**src/rtl/lfsr_encryptor.sv**
```systemverilog
// Streaming LFSR encrypter: builds a fixed 64-byte frame of preamble, message and post-pad,
// each byte (char - 0x20) XOR the 7-bit LFSR state, with even parity in bit 7.
module lfsr_encryptor #(
  parameter int unsigned FRAME_LEN = 64,
  parameter int unsigned MSG_MAX   = 52,
  parameter int unsigned PRE_MIN   = 10
) (
  input  logic       Clk,
  input  logic       Reset,
  input  logic       Start,
  input  logic [3:0] pre_length,
  input  logic [6:0] lfsr_taps,
  input  logic [6:0] lfsr_init,
  input  logic       in_valid,
  input  logic [7:0] in_data,
  input  logic       in_last,
  output logic       in_ready,
  output logic       out_valid,
  output logic [7:0] out_data,
  output logic [5:0] out_index,
  input  logic       out_ready,
  output logic       Ack
);

  localparam logic [5:0] LAST_IDX  = 6'(FRAME_LEN - 1);
  localparam logic [5:0] MSG_MAX_L = 6'(MSG_MAX);
  localparam logic [3:0] PRE_MIN_L = 4'(PRE_MIN);

  typedef enum logic [2:0] {
    IDLE,
    PRE,
    MSG,
    POST,
    DONE
  } state_t;

  state_t     state_q, state_d;
  logic [6:0] taps_q;
  logic [6:0] lfsr_q;
  logic [3:0] pre_q;
  logic [5:0] idx_q;
  logic       full_q;
  logic [5:0] msg_cnt_q;

  logic       slot_free;
  logic       load;
  logic       launch;
  logic [6:0] plain;
  logic [6:0] cipher;
  logic [5:0] pre_last;

  assign slot_free = !out_valid || out_ready;
  assign launch    = (state_q == IDLE || state_q == DONE) && Start;
  assign pre_last  = 6'(pre_q) - 6'd1;
  assign cipher    = plain ^ lfsr_q;
  assign Ack       = (state_q == DONE);

  always_comb begin
    state_d  = state_q;
    load     = 1'b0;
    plain    = '0;
    in_ready = 1'b0;
    case (state_q)
      IDLE: if (Start) state_d = PRE;
      PRE: begin
        if (slot_free && !full_q) begin
          load = 1'b1;
          if (idx_q == pre_last) state_d = MSG;
        end
      end
      MSG: begin
        if (slot_free && !full_q && msg_cnt_q < MSG_MAX_L) begin
          in_ready = 1'b1;
          if (in_valid) begin
            load  = 1'b1;
            plain = 7'(in_data - 8'h20);
            if (in_last || msg_cnt_q == MSG_MAX_L - 6'd1) state_d = POST;
          end
        end
      end
      POST: if (slot_free && !full_q) load = 1'b1;
      DONE: if (Start) state_d = PRE;
      default: state_d = IDLE;
    endcase
    // Byte 63 already loaded: the frame closes when it leaves the output register,
    // whichever phase we are in (a long message can fill the frame from MSG).
    if ((state_q == PRE || state_q == MSG || state_q == POST) && full_q && out_valid && out_ready)
      state_d = DONE;
  end

  always_ff @(posedge Clk) begin
    if (Reset) begin
      state_q   <= IDLE;
      taps_q    <= '0;
      lfsr_q    <= '0;
      pre_q     <= '0;
      idx_q     <= '0;
      full_q    <= 1'b0;
      msg_cnt_q <= '0;
      out_valid <= 1'b0;
      out_data  <= '0;
      out_index <= '0;
    end else begin
      state_q <= state_d;
      if (launch) begin
        taps_q    <= lfsr_taps;
        lfsr_q    <= (lfsr_init == '0) ? 7'h01 : lfsr_init;
        pre_q     <= (pre_length < PRE_MIN_L) ? PRE_MIN_L : pre_length;
        idx_q     <= '0;
        full_q    <= 1'b0;
        msg_cnt_q <= '0;
      end else if (load) begin
        lfsr_q <= {lfsr_q[5:0], ^(lfsr_q & taps_q)};
        idx_q  <= idx_q + 6'd1;
        full_q <= (idx_q == LAST_IDX);
        if (state_q == MSG) msg_cnt_q <= msg_cnt_q + 6'd1;
      end

      if (load) begin
        out_valid <= 1'b1;
        out_data  <= {^cipher, cipher};
        out_index <= idx_q;
      end else if (out_ready) begin
        out_valid <= 1'b0;
      end
    end
  end

endmodule

```
**config.mk**
```make
export PLATFORM = sky130hd
export DESIGN_NAME = lfsr_encryptor
export DESIGN_NICKNAME = d
export VERILOG_FILES = /design/src/rtl/lfsr_encryptor.sv
export SDC_FILE = /design/constraint.sdc
export NUM_CORES = 1
export LEC_CHECK = 0
export ABC_CLOCK_PERIOD_IN_PS = 4550
export BUFFER_PORTS_ARGS = -buffer_cell sky130_fd_sc_hd__buf_2
export CAP_MARGIN = 20
export CELL_PAD_IN_SITES_DETAIL_PLACEMENT = 1
export CELL_PAD_IN_SITES_GLOBAL_PLACEMENT = 1
export CORE_AREA = 2 2 93 73
export CTS_CLUSTER_DIAMETER = 200
export DETAILED_ROUTE_END_ITERATION = 10
export DIE_AREA = 0 0 95 75
export PLACE_DENSITY_LB_ADDON = 0.1
export SYNTH_ARGS = -nofsm -noshare
export SYNTH_HDL_FRONTEND = slang
export SYNTH_SLANG_ARGS = --single-unit
```
**constraint.sdc**
```tcl
create_clock -name Clk -period 4.55 [get_ports Clk]
set_input_delay 0.91 -clock Clk [delete_from_list [all_inputs] [get_ports Clk]]
set_output_delay 0.91 -clock Clk [all_outputs]
set_load 0.01 [all_outputs]
```
==> impl_metrics.toml <==
[run_status]
status = "completed"

[synthesis]
yosys_most_used_dff = "dfxtp_1"
synth-seq-area-share_pct = 39.9
syn_area_per_cell_sq_um = 8.16
yosys_warnings = 0
synth-edff-count = 0
ys_ff_latch = 49
synth_area_sq_um = 2460
async_reset_ff_share_pct = 0
syn_nets = 336
netlist_instances = 301
ys_types = 44

[setup_path]
worstPathMaxFanout = 17
arrival_ns = 3.01
start_kind = "input pin"
critPathKind = "in2reg"
worst_ep_required_time_ns = 4.77
reg2reg_depth = 5
endpoint_kind = "flop"

[cts]
cts_resized = 0
cts_sinks = 49
cts_buffers = 5
cts_htree_levels = 2
clk_latency_ns = 0.31
clk_pin_slew_ns = 0.09
cts_tree = "done"
cts_hold_buf = 0
clock_path_buffers = 2
clockRootBuffer = "clkbuf_8"
cts_setup_buffers = 0

[routing]
ant_nets = 0
routedWlPerCell_um = 14.9
via_per_inst = 5.15
drtIter0Drc = 79
drc = 0
routed-via-count = 2172
firstDrtPassIters = 4
wl_um = 6270

[min_path]
hp-class = "reg2reg"
holdPathStages = 2

[sta]
min_period_ns = 2.79
maxSlewViolCount = 0
hold_viol = 0
min_period_over_period_pct = 61.3
finalSetupViolCount = 0
finClkSkew_ns = 0.0143
finalWorstSetupSlack_ns = 1.76
fin_hold_ws_ns = 0.463
max_freq_ghz = 0.359
tightestPinTransition_ns = 1.05
rsz0062_at_grt = "no"
slew_headroom_pct = 29.8
setup_tns_ns = 0

[global_route]
grt_max_degree = 39
grt_first_pass_wirelength_um = 10600
antenna_found_initial = 0
overflow = 0
grtUsageTotal_pct = 19.2
grt_pass1_vias = 2125

[pwr]
p_int_mw = 0.619
ir_drop_mv = 0.238
power_density_nw_per_um2 = 308
p_comb_share_pct = 16.3
p_leak_nw = 1.09
clockPowerShare_pct = 29.6
switching_share_pct = 28.9
power_frac_seq_pct = 54.1
netSwitchingPower_mw = 0.251

[floorplan]
fp.dieH_um = 75
ioPinCount = 49
start_util_pct = 39.9
die_w_um = 95
coreArea_sq_um = 6160
rows = 25
dieArea_sq_um = 7130

[placement]
port_buffers = 47
dp_slack_ns = 1.43
routabilityCongestion = 0.785
dp_hpwl_um = 4680

[finish]
layout.cells.most_common_list = "nand2_1 (59), dfxtp_1 (49), buf_2 (47)"
nNetsFinal = 375
diodes = 0
syn_to_final_growth_pct = 15.0
drive_gt1_share_pct = 18.5
fin_util_pct = 45.9
layout_commonest_cell = "nand2_1"

[flow_run]
drv_cap = 0
-- routing by layer --
layer  part of all wire, %  global-route usage [%]  vias up
met2                    44                    30.4       39
li1                      -                       -     1118
met5                     0                       0        -
met1                    51                    27.2     1010
met4                  0.72                    4.67        0
met3                   4.1                    3.90        5
-- worst paths after layout --
| check | startpoint | end | slack [ns] |
|---|---|---|---|
| worst max register to register | state_q[1] | out_data[7] | 1.95 |
| worst max-delay path | in_valid | out_data[7] | 1.76 |
| worst min register to register | taps_q[2] | taps_q[2] | 0.46 |
| worst min-delay path | taps_q[2] | taps_q[2] | 0.46 |
-- cell usage after synthesis, types with 3 or more instances --
cell type	instances	area share, %
a21oi_1	20	4.1
and4_1	3	1.1
nor2b_1	4	1.0
o21ai_0	4	0.81
xnor2_1	19	6.8
xor2_1	8	2.9
nor3_1	14	2.9
xnor3_1	3	2.7
a211oi_1	11	3.4
nand3_1	8	1.6
a311oi_1	6	2.1
ha_1	3	1.5
nand2_1	59	9.0
nor2_1	33	5.0
nand4_1	3	0.76
clkbuf_1	14	2.1
dfxtp_1	49	40
inv_1	7	1.1
-- registers in the layout, indices dropped and copies added, names as in the netlist --
name,flops
msg_cnt_q,6
out_index,6
state_q,3
lfsr_q,7
full_q,1
idx_q,6
pre_q,4
taps_q,7
out_valid,1
out_data,8
-- cell families (layout without fill, tap and decap cells) --
group / Yosys count / count (layout) / synth area share, %
AO/OA/AOI/OAI: 55 / 55 / 15.9
XOR/XNOR: 30 / 30 / 12.4
adder cells (fa/ha/maj): 3 / 3 / 1.53
buffers and inverters: 23 / 63 / 3.87
flip-flops: 49 / 49 / 39.9
multiplexers: 1 / 1 / 0.407
AND/OR/NAND/NOR: 140 / 140 / 26.0
-- power by group through the flow --
stage	Sequential (mW)	Combinational [mW]	Clock (mW)
floorplan	0.477	0.0982	0
global placement	0.481	0.140	0
detailed placement	0.482	0.143	0
CTS	0.472	0.144	0.266
global route	0.475	0.159	0.290
finish	0.471	0.142	0.258
-- layout make-up --
cell class                      instances  area [sq um]
Clock buffer                            5          68.8
Clock inverter                          3          17.5
Fill cell                             775          3340
Inverter                                7          26.3
Multi-Input combinational cell        229          1390
Sequential cell                        49           981
Tap cell                               81           101
Timing Repair Buffer                   48           243
-- stage by stage --
step	power (mW)	cell area (sq um)	instances
floorplan	0.575	2460	301
global placement	0.621	2740	414
detailed placement	0.624	2740	414
CTS	0.881	2830	422
global route	0.924	2830	422
finish	0.871	2830	422
-- critical path: stages --
cell,delay (ns)
buf_2,0.09
and2_1,0.39
a21oi_4,0.14
or2_0,0.59
or4_1,0.66
o311ai_2,0.21
Note: power is estimated with default switching activity, not from simulation.
